File: src/rtl/rc4_pkg.sv
// Shared types and constants for the RC4 engine.
// RC4_ASCII_CHECK_EN selects the optional plaintext checker in rc4_engine.
package rc4_pkg;

    localparam int unsigned S_DEPTH  = 256;
    localparam logic [7:0]  ASCII_LO = 8'h61;
    localparam logic [7:0]  ASCII_HI = 8'h7A;
    localparam logic [7:0]  ASCII_SP = 8'h20;

    typedef enum logic [3:0] {
        StIdle,
        StInit,
        StKsaA,
        StKsaB,
        StKsaC,
        StKsaD,
        StPrA,
        StPrB,
        StPrC,
        StPrD,
        StPrE,
        StPrF,
        StDone
    } rc4_state_e;

endpackage

File: src/rtl/rc4_ascii_check.sv
// Combinational plaintext filter: passes lower-case letters and space.
// Only instantiated when RC4_ASCII_CHECK_EN is defined.
module rc4_ascii_check
    import rc4_pkg::*;
(
    input  logic [7:0] i_byte,
    output logic       o_pass
);

    assign o_pass = ((i_byte >= ASCII_LO) && (i_byte <= ASCII_HI)) || (i_byte == ASCII_SP);

endmodule

File: src/rtl/rc4_engine.sv
// RC4 engine: S-box fill, key scheduling and keystream XOR decrypt against external memories.
// Define RC4_ASCII_CHECK_EN to abort on the first non-letter/non-space plaintext byte.
module rc4_engine
    import rc4_pkg::*;
#(
    parameter int unsigned KEY_BYTES = 3,
    parameter int unsigned MSG_LEN   = 32,
    parameter int unsigned MSG_AW    = 8
) (
    input  logic                   clk,
    input  logic                   reset,
    input  logic                   start,
    input  logic [8*KEY_BYTES-1:0] key,
    output logic [7:0]             s_addr,
    output logic [7:0]             s_wdata,
    output logic                   s_wren,
    input  logic [7:0]             s_q,
    output logic [MSG_AW-1:0]      m_addr,
    input  logic [7:0]             m_q,
    output logic [MSG_AW-1:0]      d_addr,
    output logic [7:0]             d_wdata,
    output logic                   d_wren,
    output logic                   busy,
    output logic                   done,
    output logic                   key_valid
);

    rc4_state_e             r_state, w_state_next;
    logic [7:0]             r_i, r_j, r_k, r_si, r_sj;
    logic [4:0]             r_kidx;
    logic [8*KEY_BYTES-1:0] r_key;
    logic [7:0]             w_key_byte, w_j_ksa, w_j_pr, w_dec;
    logic                   w_last_i, w_last_k, w_pass;

    always_comb begin
        w_key_byte = '0;
        for (int n = 0; n < KEY_BYTES; n++) begin
            if (r_kidx == 5'(n)) w_key_byte = r_key[(KEY_BYTES-1-n)*8 +: 8];
        end
    end

    assign w_j_ksa  = r_j + s_q + w_key_byte;
    assign w_j_pr   = r_j + s_q;
    assign w_dec    = s_q ^ m_q;
    assign w_last_i = (r_i == 8'(S_DEPTH - 1));
    assign w_last_k = (r_k == 8'(MSG_LEN - 1));

`ifdef RC4_ASCII_CHECK_EN
    logic r_key_valid;

    rc4_ascii_check u_ascii_check (
        .i_byte (w_dec),
        .o_pass (w_pass)
    );
    assign key_valid = done & r_key_valid;
`else
    assign w_pass    = 1'b1;
    assign key_valid = done;
`endif

    always_ff @(posedge clk) begin
        if (reset) r_state <= StIdle;
        else       r_state <= w_state_next;
    end

    always_comb begin
        w_state_next = r_state;
        case (r_state)
            StIdle, StDone: if (start) w_state_next = StInit;
            StInit:         if (w_last_i) w_state_next = StKsaA;
            StKsaA:         w_state_next = StKsaB;
            StKsaB:         w_state_next = StKsaC;
            StKsaC:         w_state_next = StKsaD;
            StKsaD:         w_state_next = w_last_i ? StPrA : StKsaA;
            StPrA:          w_state_next = StPrB;
            StPrB:          w_state_next = StPrC;
            StPrC:          w_state_next = StPrD;
            StPrD:          w_state_next = StPrE;
            StPrE:          w_state_next = StPrF;
            StPrF:          w_state_next = (w_last_k || !w_pass) ? StDone : StPrA;
            default:        w_state_next = StIdle;
        endcase
    end

    always_comb begin
        s_addr  = '0;
        s_wdata = '0;
        s_wren  = 1'b0;
        m_addr  = '0;
        d_addr  = '0;
        d_wdata = '0;
        d_wren  = 1'b0;
        busy    = (r_state != StIdle) && (r_state != StDone);
        done    = (r_state == StDone);
        case (r_state)
            StInit: begin
                s_addr  = r_i;
                s_wdata = r_i;
                s_wren  = 1'b1;
            end
            StKsaA, StPrA: s_addr = r_i;
            StKsaB:        s_addr = w_j_ksa;
            StPrB:         s_addr = w_j_pr;
            StKsaC, StPrC: begin
                s_addr  = r_i;
                s_wdata = s_q;
                s_wren  = 1'b1;
            end
            StKsaD, StPrD: begin
                s_addr  = r_j;
                s_wdata = r_si;
                s_wren  = 1'b1;
            end
            StPrE:         s_addr = r_si + r_sj;
            StPrF: begin
                d_addr  = MSG_AW'(r_k);
                d_wdata = w_dec;
                d_wren  = 1'b1;
            end
            default: ;
        endcase
        // Message address is held for the whole byte so m_q is valid in PR_F.
        if (r_state inside {StPrA, StPrB, StPrC, StPrD, StPrE, StPrF}) m_addr = MSG_AW'(r_k);
    end

    always_ff @(posedge clk) begin
        if (reset) begin
            r_i    <= '0;
            r_j    <= '0;
            r_k    <= '0;
            r_si   <= '0;
            r_sj   <= '0;
            r_kidx <= '0;
            r_key  <= '0;
`ifdef RC4_ASCII_CHECK_EN
            r_key_valid <= 1'b0;
`endif
        end else begin
            case (r_state)
                StIdle, StDone: begin
                    if (start) begin
                        r_i    <= '0;
                        r_j    <= '0;
                        r_k    <= '0;
                        r_kidx <= '0;
                        r_key  <= key;
`ifdef RC4_ASCII_CHECK_EN
                        r_key_valid <= 1'b1;
`endif
                    end
                end
                StInit: r_i <= r_i + 8'd1;
                StKsaB: begin
                    r_si <= s_q;
                    r_j  <= w_j_ksa;
                end
                StKsaD: begin
                    r_kidx <= (r_kidx == 5'(KEY_BYTES - 1)) ? '0 : r_kidx + 5'd1;
                    if (w_last_i) begin
                        r_i <= 8'd1;
                        r_j <= '0;
                        r_k <= '0;
                    end else begin
                        r_i <= r_i + 8'd1;
                    end
                end
                StPrB: begin
                    r_si <= s_q;
                    r_j  <= w_j_pr;
                end
                StPrC: r_sj <= s_q;
                StPrF: begin
                    r_i <= r_i + 8'd1;
                    r_k <= r_k + 8'd1;
`ifdef RC4_ASCII_CHECK_EN
                    if (!w_pass) r_key_valid <= 1'b0;
`endif
                end
                default: ;
            endcase
        end
    end

endmodule

File: config.mk
export PLATFORM = sky130hd
export DESIGN_NAME = rc4_engine
export DESIGN_NICKNAME = d
export VERILOG_FILES = /design/src/rtl/rc4_pkg.sv /design/src/rtl/rc4_ascii_check.sv /design/src/rtl/rc4_engine.sv
export SDC_FILE = /design/constraint.sdc
export NUM_CORES = 1
export LEC_CHECK = 0
export ABC_AREA = 1
export BUFFER_PORTS_ARGS = -buffer_cell sky130_fd_sc_hd__buf_2
export CORE_UTILIZATION = 55
export DETAILED_ROUTE_END_ITERATION = 12
export PLACE_DENSITY = 0.89
export REMOVE_ABC_BUFFERS = 1
export SLEW_MARGIN = 20
export SYNTH_ARGS = -nofsm -noshare
export SYNTH_HDL_FRONTEND = slang
export SYNTH_SLANG_ARGS = --single-unit
File: constraint.sdc
create_clock -name clk -period 7.03 [get_ports clk]
set_input_delay 1.7575 -clock clk [delete_from_list [all_inputs] [get_ports clk]]
set_output_delay 1.7575 -clock clk [all_outputs]
set_load 0.02 [all_outputs]
After elaboration in Yosys (flattened, before gate mapping) --
Index checks and enable logic that the tools add are counted.
Cells by class: eq/ne operators 20, $add $sub $neg 6, bitwise operators 1, reduce and logical (&&, ||, !) cells 22, muxes and demuxes 24
Operators with widths (number):
- $mux 8 | 9
- $pmux 8 s3 | 3
- $pmux 4 s12 | 1
- $pmux 8 s5 | 1
- $pmux 8 s4 | 1
- $add 8x8->8 | 3
- $eq 4x4->1 const B | 5
- $add 8x1->8 const B | 2
- $eq 4x3->1 const B | 4
- $mux 4 | 3
- $mux 5 | 2
- $pmux 5 s2 | 1
- $reduce_or 2->1 | 5
- $reduce_or 5->1 | 2
- $eq 4x2->1 const B | 2
- $eq 8x5->1 const B | 1
- $eq 8x8->1 const B | 1
- $reduce_and 2->1 | 4
- $reduce_bool 4->1 | 2
- $xor 8x8->8 | 1
- $ne 2x2->1 const B | 3
- $reduce_and 3->1 | 2
- $reduce_bool 3->1 | 2
- $reduce_bool 6->1 | 1
- 11 further kinds | 12
Word-level totals: register bits 73, logic and storage cells 81, output and inout bits 45

Longest topological paths before layout --
Gate-level depths: netlist (run 1).
depth after elaboration 6, depth in mapped cells 23, mapped depth without buffers 23

Worst setup path before layout (run 1) --
No wires, ideal clock.
path kind input to output, from input s_q[0], to output s_addr[7], data required time 5.273 ns, path slack 1.222 ns, data arrival time 4.051 ns, path buffers 0, cell stages on the path 14, cell sequence ha_1 -> fa_1 -> a31o_2 -> or2_2 -> nand2_1 -> inv_1 -> ha_1 -> a21oi_1 -> o21ai_0 -> a21oi_1 -> inv_1 -> nand3_1 -> nand3_1 -> nand4_1
On the way: cells in the longest elaborated chain, start to end 3
Ends and longest elaborated chain:
- start: declaration | RTL line rc4_engine.sv:17 | input logic [7:0] s_q,
- $add 8x8->8 (*) | RTL line rc4_engine.sv:42, rc4_engine.sv:43
- $add 8x8->8 | RTL line rc4_engine.sv:42 | assign w_j_ksa = r_j + s_q + w_key_byte;
- $pmux 8 s5 (*) | RTL line rc4_engine.sv:95 | case (r_state)
- end: declaration | RTL line rc4_engine.sv:14 | output logic [7:0] s_addr,
Mark *: on every way between the ends. The rest lies on a longest branch, timed or not.

Worst setup path in the final report (run 1) --
Ends and elaborated chain as after synthesis.

==> results of run 1 <==
[layer usage]
| layer | track usage [%] | share of wire [%] |
|---|---|---|
| met5 | 0 | 0 |
| met4 | 14.0 | 3.5 |
| met3 | 6.73 | 7.9 |
| met2 | 44.0 | 45 |
| met1 | 35.1 | 44 |
[power by group]
group / internal (W) / switching (W) / leakage, nW
Combinational: 0.000146 / 0.000310 / 1.91
Clock: 0.000201 / 0.000179 / 0.107
Sequential: 0.000461 / 0.0000275 / 0.594
[worst max path at each step]
stage                     startpoint         to  slack [ps]  depth (start not counted)
after floorplan               s_q[0]  s_addr[7]        1220                         14
after global placement        s_q[0]  s_addr[7]         780                         16
after detailed placement      s_q[0]  s_addr[7]         750                         16
after CTS                     s_q[0]  s_addr[7]         740                         16
after global routing          s_q[0]  s_addr[7]         520                         16
final                         s_q[0]  s_addr[7]         730                         16
[critical path, stage by stage]
cell and delay (ps):
buf_2 140, ha_1 230, fa_1 430, a31o_2 260
or2_2 280, nand2_1 60, inv_1 40, ha_1 320
a21oi_1 130, o21ai_0 80, a21oi_1 200, inv_1 70
nand3_1 80, nand3_1 90, nand4_1 170, buf_2 190
[sequential cells by signal, summed over array words and instances (netlist names)]
| signal | flops |
|---|---|
| r_i | 8 |
| r_sj | 8 |
| r_si | 8 |
| r_key | 24 |
| r_kidx | 5 |
| r_k | 8 |
| r_state | 4 |
| r_j | 8 |
[final cells by class]
cell class / instances / area [um^2]
fillers: 794 / 3060
clock buffers: 10 / 128
repair buffers: 88 / 443
inverters: 103 / 392
well taps: 108 / 135
multi-input cells: 524 / 2970
flip-flops and latches: 73 / 1460
clock inverters: 6 / 90.1
[cell families after synthesis]
kind of cell	share of synthesized area (%)
adders and majority gates	8.09
and+or+nand+nor	30.2
AOI/OAI and AO/OA	19.0
buffers and inverters	9.84
xor gates and xnor gates	3.20
DFF	29.7
[placed cells by master, fill, tap and decap left out, types with 2 or more instances in the layout]
| master | instances |
|---|---|
| a211oi_2 | 3 |
| a21oi_1 | 59 |
| a21oi_2 | 3 |
| a22oi_1 | 4 |
| a31oi_1 | 7 |
| buf_2 | 87 |
| bufinv_16 | 2 |
| clkbuf_8 | 9 |
| clkinv_1 | 2 |
| dfxtp_1 | 73 |
| fa_1 | 3 |
| ha_1 | 27 |
| inv_1 | 93 |
| inv_2 | 7 |
| inv_6 | 2 |
| nand2_1 | 119 |
| nand2_2 | 4 |
| nand2_4 | 7 |
| nand3_1 | 29 |
| nand3b_1 | 2 |
| nand4_1 | 9 |
| nor2_1 | 112 |
| nor2_2 | 3 |
| nor2_4 | 3 |
| nor2_8 | 3 |
| nor3_1 | 12 |
| nor3_2 | 4 |
| o2111ai_1 | 2 |
| o211ai_1 | 10 |
| o21ai_0 | 62 |
| o22ai_1 | 3 |
| or2_2 | 5 |
| xnor2_1 | 9 |
| xor2_1 | 9 |
[through the flow]
step / power, W / hold WS, ps
finish: 0.00132 / 449
global route: 0.00140 / 470
CTS: 0.00132 / 454
detailed placement: 0.000943 / 442
global placement: 0.000935 / 437
floorplan: 0.000828 / 427
==> run summary, run 1 <==
Reg-to-Reg End - r_j[5]$_SDFFE_PP0P_
flop2flop setup slack - 4020 ps
DR iter-0 viols - 221
register area share after synthesis - 29.7%
synth unique cells - 46
clock insertion delay at the later pin of the skew report - 360 ps
Seq cells post-synth - 73
DR WL/cell - 13.9 um
top post-synthesis cells by area - dfxtp_1 (30%), nand2_1 (9.1%), nor2_1 (8.5%), inv_1 (7.2%), ha_1 (6.9%)
fin util - 64.8%
initial antenna violation count - 0
largest net degree at the start of global routing - 47
CTS tree - built
area share of the largest cell type after synthesis - 29.7%
non-filler instance count after layout - 912
crit-path max FO - 5
Setup TNS - 0 ps
P per Cell Area - 236 nW/um^2
routed wire length - 12,700 um
die span in y - 96.6 um
hold depth - 2
worst slew pin tran - 901 ps
worst min path class - reg -> reg
clock slew at reported path FFs - 80 ps
Mapped Cells - 717
Max-slew headroom - 39.7%
Vias/cell - 5.50
final instance area - 5620 um^2
GRT overflow - 0
Hold Path Sink - r_key[12]$_SDFFE_PP0P_
site row count - 34
n_diodes - 0
Critical Path RT - 5270 ps
initial core utilization - 56.7%
Tcrit/Tclk final - 89.6%
Ports - 88
synthesized cell area - 4920 um^2
post_cts resized - 0
placed cell count - 896
Post-CTS Setup Repair Bufs - 0
Synth Area per Inst - 6.86 um^2
Post-synth EDFFs - 0
async set-reset flop share out of synthesis - 0%
worst r2r src - r_kidx[1]$_SDFFE_PP0P_
Clock Sink Count - 73
worst reg2reg path depth - 19
Setup CP Type - in -> out
most frequent cell after synthesis - nand2_1
worst hold start - r_key[12]$_SDFFE_PP0P_
vias in the first global route - 4,301
Clock Path Buffers - 2
CTS buffer count - 9
Final Skew - 14.0 ps
Core Box Area - 8680 um^2
Peak VDD IR - 0.126 mV
pre-CTS WS - 750 ps
# setup viols final - 0
Placed Area - 5410 um^2
ys flop type - dfxtp_1
Slew Limit Fails - 0
final-stage net count - 872
max cap viols - 0
Routed Antenna Nets - 0
RSZ-0062 raised after global routing - no
layout cell share with drive strength beyond 1 - 19.0%
CP arrival - 4540 ps
via count - 5,013
die area - 9330 um^2
post-route minimum period - 6300 ps
CTS root buf - clkbuf_8
run status - finished, final reports clean
drt pass-1 iters - 7
Fmax - 159 MHz
DPL Wire Length - 9310 um
final worst slack - 731 ps
Hold Buf Count CTS - 0
port bufs - 87
synth warn - 0
CP Launch Type - primary input
GPL Wtd Cong - 0.933
Final Hold Viols - 0
first-pass GRT wire length - 19,900 um
area leader, netlist - dfxtp_1
Die X - 96.6 um
top cells by count, synth - nand2_1 (119), nor2_1 (112), inv_1 (94), dfxtp_1 (73), o21ai_0 (62)
# DRC - 0
H-tree levels - 3
type of destination of the critical path - primary output
GRT Total Usage - 27.8%
Leak - 2.62 nW
Area Growth Syn to Fin - 14.3%
No activity file was read; power rests on OpenSTA's default activity.
==> run 2, diff against run 1 <==
--- a/config.mk
+++ b/config.mk
@@ -7,11 +7,11 @@
 export LEC_CHECK = 0
 export ABC_AREA = 1
 export BUFFER_PORTS_ARGS = -buffer_cell sky130_fd_sc_hd__buf_2
-export CORE_UTILIZATION = 55
+export CORE_UTILIZATION = 28
 export DETAILED_ROUTE_END_ITERATION = 12
-export PLACE_DENSITY = 0.89
+export PLACE_DENSITY_LB_ADDON = 0.3
 export REMOVE_ABC_BUFFERS = 1
-export SLEW_MARGIN = 20
+export SLEW_MARGIN = 30
 export SYNTH_ARGS = -nofsm -noshare
 export SYNTH_HDL_FRONTEND = slang
 export SYNTH_SLANG_ARGS = --single-unit
==> run 2 against run 1 <==
Worst setup slack better by 67 ps. Die area up 94%. Critical path depth unchanged. Register-to-register slack worse by 20 ps. Critical path type unchanged. Highest routed layer unchanged.
==> run summary, run 2 (synthesis gave the netlist of run 1 again) <==
most frequent cells in the layout - nand2_1 (119), nor2_1 (112), inv_1 (94)
CP arrival - 4470 ps
post_cts resized - 0
Slew Limit Fails - 0
n_diodes - 0
GRT Total Usage - 16.3%
slowest cell on the critical path - fa_1
routed wire length - 14,200 um
first-pass GRT wire length - 22,500 um
Core Box Area - 17,200 um^2
Setup TNS - 0 ps
most common cell after layout, fill and taps aside - nand2_1
H-tree levels - 3
GRT overflow - 0
die area - 18,100 um^2
CP Launch Type - primary input
drt pass-1 iters - 5
DR iter-0 viols - 324
CTS buffer count - 9
Hold Buf Count CTS - 0
CTS tree - built
met1 Track Usage GR - 21.6%
Tcrit/Tclk final - 88.6%
GPL Wtd Cong - 0.843
DR WL/cell - 13.8 um
Routed Antenna Nets - 0
total chip power - 0.00147 W
Critical Path RT - 5270 ps
non-filler instance count after layout - 1,030
initial antenna violation count - 0
Final Hold Viols - 0
# setup viols final - 0
P per Cell Area - 250 nW/um^2
M3 GR Usage - 2.78%
port bufs - 87
Post-CTS Setup Repair Bufs - 0
type of destination of the critical path - primary output
CP Cell Sequence - buf_2 > ha_1 > fa_1 > a31o_2 > or2_2 > nand2_1 > inv_1 > ha_1 > a21oi_1 > o21ai_0 > a21oi_1 > inv_1 > nand3_1 > nand3_1 > nand4_1 > buf_2
clock slew at reported path FFs - 60 ps
pre-CTS WS - 814 ps
largest net degree at the start of global routing - 47
Ports - 88
Area Growth Syn to Fin - 19.6%
Largest Register - r_key
Die X - 135 um
Placed Area - 5560 um^2
Leak - 2.67 nW
placed cell count - 1,014
post-route minimum period - 6230 ps
# DRC - 0
Vias/cell - 4.62
slowest cell delay on critical path - 430 ps
Peak VDD IR - 0.138 mV
final instance area - 5890 um^2
initial core utilization - 28.5%
layout cell share with drive strength beyond 1 - 19.1%
RSZ-0062 raised after global routing - no
site row count - 48
Setup CP Type - in -> out
final-stage net count - 873
via count - 4,763
Clock Sink Count - 73
CTS root buf - clkbuf_16
Most Crowded Layer GR - met2
Clock Path Buffers - 2
Fmax - 160 MHz
Final Skew - 9.27 ps
clock insertion delay at the later pin of the skew report - 350 ps
worst min path class - reg -> reg
Global Route met2 Usage - 25.9%
max FFs per register - 24
die span in y - 135 um
vias in the first global route - 4,309
DPL Wire Length - 10,800 um
max cap viols - 0
crit-path max FO - 5
final worst slack - 799 ps
run status - finished, final reports clean
worst slew pin tran - 790 ps
Max-slew headroom - 47.1%
==> run 2: cell count changes in the layout (fill, tap and decap cells not counted), sizes merged <==
cell	before	now
inv	102	103
buf	88	89
clkbuf	10	9
clkinv	4	3
clkinvlp	1	2
==> run 2: area by class of cell <==
class | instances | area [um^2]
Fill cell | 1884 | 11400
Multi-Input combinational cell | 524 | 2970
Sequential cell | 73 | 1460
Timing Repair Buffer | 89 | 450
Inverter | 103 | 392
Tap cell | 225 | 282
Clock buffer | 9 | 225
Clock inverter | 7 | 101
==> run 2: final timing paths <==
kind	start	endpoint	slack, ps	cells past startpoint
worst max-delay path	s_q[0]	s_addr[7]	800	16
worst min-delay path	r_key[10]$_SDFFE_PP0P_	r_key[10]$_SDFFE_PP0P_	450	2
worst max register to register	r_kidx[2]$_SDFFE_PP0P_	r_j[6]$_SDFFE_PP0P_	4000	22
worst min register to register	r_key[10]$_SDFFE_PP0P_	r_key[10]$_SDFFE_PP0P_	450	2
==> run 2: per-layer routing <==
metal	wire length (um)	part of all wire [%]	vias up
met3	462	3.2	18
met5	0	0	-
met1	7010	49	2147
met4	288	2.0	0
met2	6460	45	83
li1	-	-	2515
==> run 2: metrics by stage <==
stage          utilization (%)  hold slack (ps)
2_1_floorplan                -              427
3_3_place_gp              32.3              440
3_5_place_dp              32.3              446
4_1_cts                   34.1              455
5_1_grt                   34.1              473
6_report                  34.1              449
==> run 2: worst max-delay path, delay by kind of cell <==
kind            cells  cell delay (ps)
buf+inv             4              420
simple gates        5              660
compound gates      4              670
fa+ha+maj           3              980
==> run 2: power breakdown <==
group	switching, W	internal [W]
Clock	0.000208	0.000314
Combinational	0.000313	0.000146
Sequential	0.0000267	0.000461
==> run 3, diff against run 2 <==
--- a/config.mk
+++ b/config.mk
@@ -5,7 +5,6 @@
 export SDC_FILE = /design/constraint.sdc
 export NUM_CORES = 1
 export LEC_CHECK = 0
-export ABC_AREA = 1
 export BUFFER_PORTS_ARGS = -buffer_cell sky130_fd_sc_hd__buf_2
 export CORE_UTILIZATION = 28
 export DETAILED_ROUTE_END_ITERATION = 12
==> run 3 against run 2 <==
Utilization down 0.18 points. Register-to-register slack worse by 630 ps. Maximum frequency fell by 7.0%. Combinational power fell by 74%. Critical endpoint unchanged. Hold slack better by 5.9 ps. Sequential power decreased by 12%. Clock power down 1%. Global-route usage is 0.16 points higher. Highest routed layer unchanged. Worst setup slack got worse by 470 ps. Non-clock buffer count rose by 4. Power fell by 27%. Cell count fell by 7.1%.
==> run summary, run 3 <==
Mapped Cells - 663
Routed Antenna Nets - 0
port bufs - 87
Switching Power - 0.000280 W
most frequent cell after synthesis - nand2_1
site row count - 48
top post-synthesis cells by area - dfxtp_1 (29%), nand2_1 (8.9%), a21oi_1 (7.5%), ha_1 (6.7%), o21ai_0 (4.4%)
H-tree levels - 3
GRT Total Usage - 16.4%
first-pass GRT wire length - 23,200 um
RSZ-0062 raised after global routing - no
synth warn - 0
clock slew at reported path FFs - 60 ps
register area share after synthesis - 29.2%
Global Route met2 Usage - 25.2%
Logic pwr share - 11.2%
DPL Wire Length - 10,600 um
GRT overflow - 0
flop2flop setup slack - 3370 ps
Leak - 2.45 nW
final-stage net count - 800
n_diodes - 0
CTS tree - built
Hold Path Sink - r_key[9]$_SDFFE_PP0P_
worst r2r src - r_kidx[1]$_SDFFE_PP0P_
synthesized cell area - 5010 um^2
Clock Sink Count - 73
initial core utilization - 28.9%
post_cts resized - 0
vias in the first global route - 4,280
worst min path class - reg -> reg
Hold Buf Count CTS - 0
Post-synth EDFFs - 0
met1 Track Usage GR - 23.1%
Final Hold Viols - 0
Peak VDD IR - 0.132 mV
CTS root buf - clkbuf_16
Setup TNS - 0 ps
Post-CTS Setup Repair Bufs - 0
routed wire length - 14,500 um
Seq cells post-synth - 73
CTS buffer count - 9
post-route minimum period - 6700 ps
worst slew pin tran - 835 ps
Synth Area per Inst - 7.55 um^2
Fmax - 149 MHz
register share of total power - 40.5%
switch share - 26.3%
worst hold start - r_key[9]$_SDFFE_PP0P_
most common cell after layout, fill and taps aside - nand2_1
Die X - 136 um
Largest Register - r_key
top cells by count, synth - nand2_1 (119), a21oi_1 (75), dfxtp_1 (73), nor2_1 (51), o21ai_0 (44)
most frequent cells in the layout - nand2_1 (119), buf_2 (87), a21oi_1 (75)
Slew Limit Fails - 0
synth unique cells - 69
die span in y - 136 um
die area - 18,400 um^2
Final Skew - 8.49 ps
Critical Path RT - 5270 ps
max FFs per register - 24
area share of the largest cell type after synthesis - 29.2%
via count - 4,746
area leader, netlist - dfxtp_1
crit-path max FO - 5
Setup CP Type - in -> out
Ports - 88
CP Launch Type - primary input
CP arrival - 4940 ps
layout cell share with drive strength beyond 1 - 18.7%
Tcrit/Tclk final - 95.3%
DR WL/cell - 15.1 um
type of destination of the critical path - primary output
M3 GR Usage - 2.99%
P per Cell Area - 181 nW/um^2
ys flop type - dfxtp_1
Area Growth Syn to Fin - 17.7%
max cap viols - 0
largest net degree at the start of global routing - 61
internal power - 0.000785 W
GPL Wtd Cong - 0.854
hold depth - 2
DR iter-0 viols - 301
drt pass-1 iters - 5
Max-slew headroom - 44.3%
initial antenna violation count - 0
async set-reset flop share out of synthesis - 0%
run status - finished, final reports clean
Clk network pwr share - 48.3%
Vias/cell - 4.96
# setup viols final - 0
clock insertion delay at the later pin of the skew report - 350 ps
final worst slack - 332 ps
worst reg2reg path depth - 15
Core Box Area - 17,400 um^2
Most Crowded Layer GR - met2
# DRC - 0
Reg-to-Reg End - r_j[6]$_SDFFE_PP0P_
Clock Path Buffers - 2
pre-CTS WS - 386 ps
[run 3: cell types whose count changed after synthesis, moves of 11 or more]
cell,change
inv_1,-79
and2_1,+12
a21oi_1,+16
mux2i_1,+11
a22oi_1,+17
nand3_1,-14
clkbuf_1,+14
nor2_1,-61
o21ai_0,-18
and3_1,+15
[run 3: worst max-delay path by stage]
stage | from | cells past startpoint | slack, ps | end
2_1_floorplan | s_q[0] | 13 | 860 | s_addr[7]
3_3_place_gp | s_q[0] | 15 | 400 | s_addr[7]
3_5_place_dp | s_q[0] | 15 | 390 | s_addr[7]
4_1_cts | s_q[0] | 15 | 350 | s_addr[7]
5_1_grt | s_q[0] | 16 | 80 | s_addr[6]
6_report | s_q[0] | 15 | 330 | s_addr[7]
[run 3: critical path, stage by stage]
cell and delay [ps]:
buf_2 150, ha_1 260, fa_1 410, a21o_1 170
a21oi_1 220, nor2b_1 70, o21ai_0 240, nor2b_1 210
xnor2_1 150, ha_1 290, a31oi_1 210, nor2_1 70
nand2_1 80, or4b_1 470, buf_2 180
[run 3: routing by layer]
layer,share of wire (%),vias to the layer above
met1,51,2166
li1,-,2447
met4,1.3,0
met5,0,-
met3,4.3,11
met2,44,122
[run 3: area by class of cell]
cell class | instances | area [um^2]
Clock inverter | 7 | 101
Sequential cell | 73 | 1460
Multi-Input combinational cell | 533 | 3280
Clock buffer | 9 | 225
Tap cell | 225 | 282
Fill cell | 1889 | 11500
Inverter | 17 | 66.3
Timing Repair Buffer | 93 | 480
[run 3: kinds of logic (layout without fill, tap and decap cells)]
logic type | count (synthesis) | count (layout) | synth area share (%)
adder cells (fa/ha/maj) | 30 | 30 | 7.94
XOR/XNOR | 34 | 34 | 5.95
AND/OR/NAND/NOR | 279 | 279 | 27.5
buffers and inverters | 57 | 126 | 5.57
multiplexers | 12 | 12 | 2.42
flip-flops | 73 | 73 | 29.2
AO/OA/AOI/OAI | 178 | 178 | 21.4
[run 3: metrics by stage]
stage | total power (W) | area (um^2) | utilization, % | hold slack (ps) | std cells
after floorplan | 0.000512 | 4800 | - | 430 | 623
after global placement | 0.000560 | 5560 | 32.0 | 443 | 941
after detailed placement | 0.000560 | 5560 | 32.1 | 447 | 941
after CTS | 0.00108 | 5890 | 33.9 | 456 | 957
after global routing | 0.00111 | 5900 | 34.0 | 473 | 957
final | 0.00107 | 5900 | 34.0 | 455 | 957
[run 3: power by group through the flow]
stage	logic, W	registers, W	clock network [W]
after floorplan	0.0000701	0.000442	0
after global placement	0.000120	0.000440	0
after detailed placement	0.000120	0.000441	0
after CTS	0.000120	0.000431	0.000530
after global routing	0.000135	0.000432	0.000545
final	0.000119	0.000431	0.000515
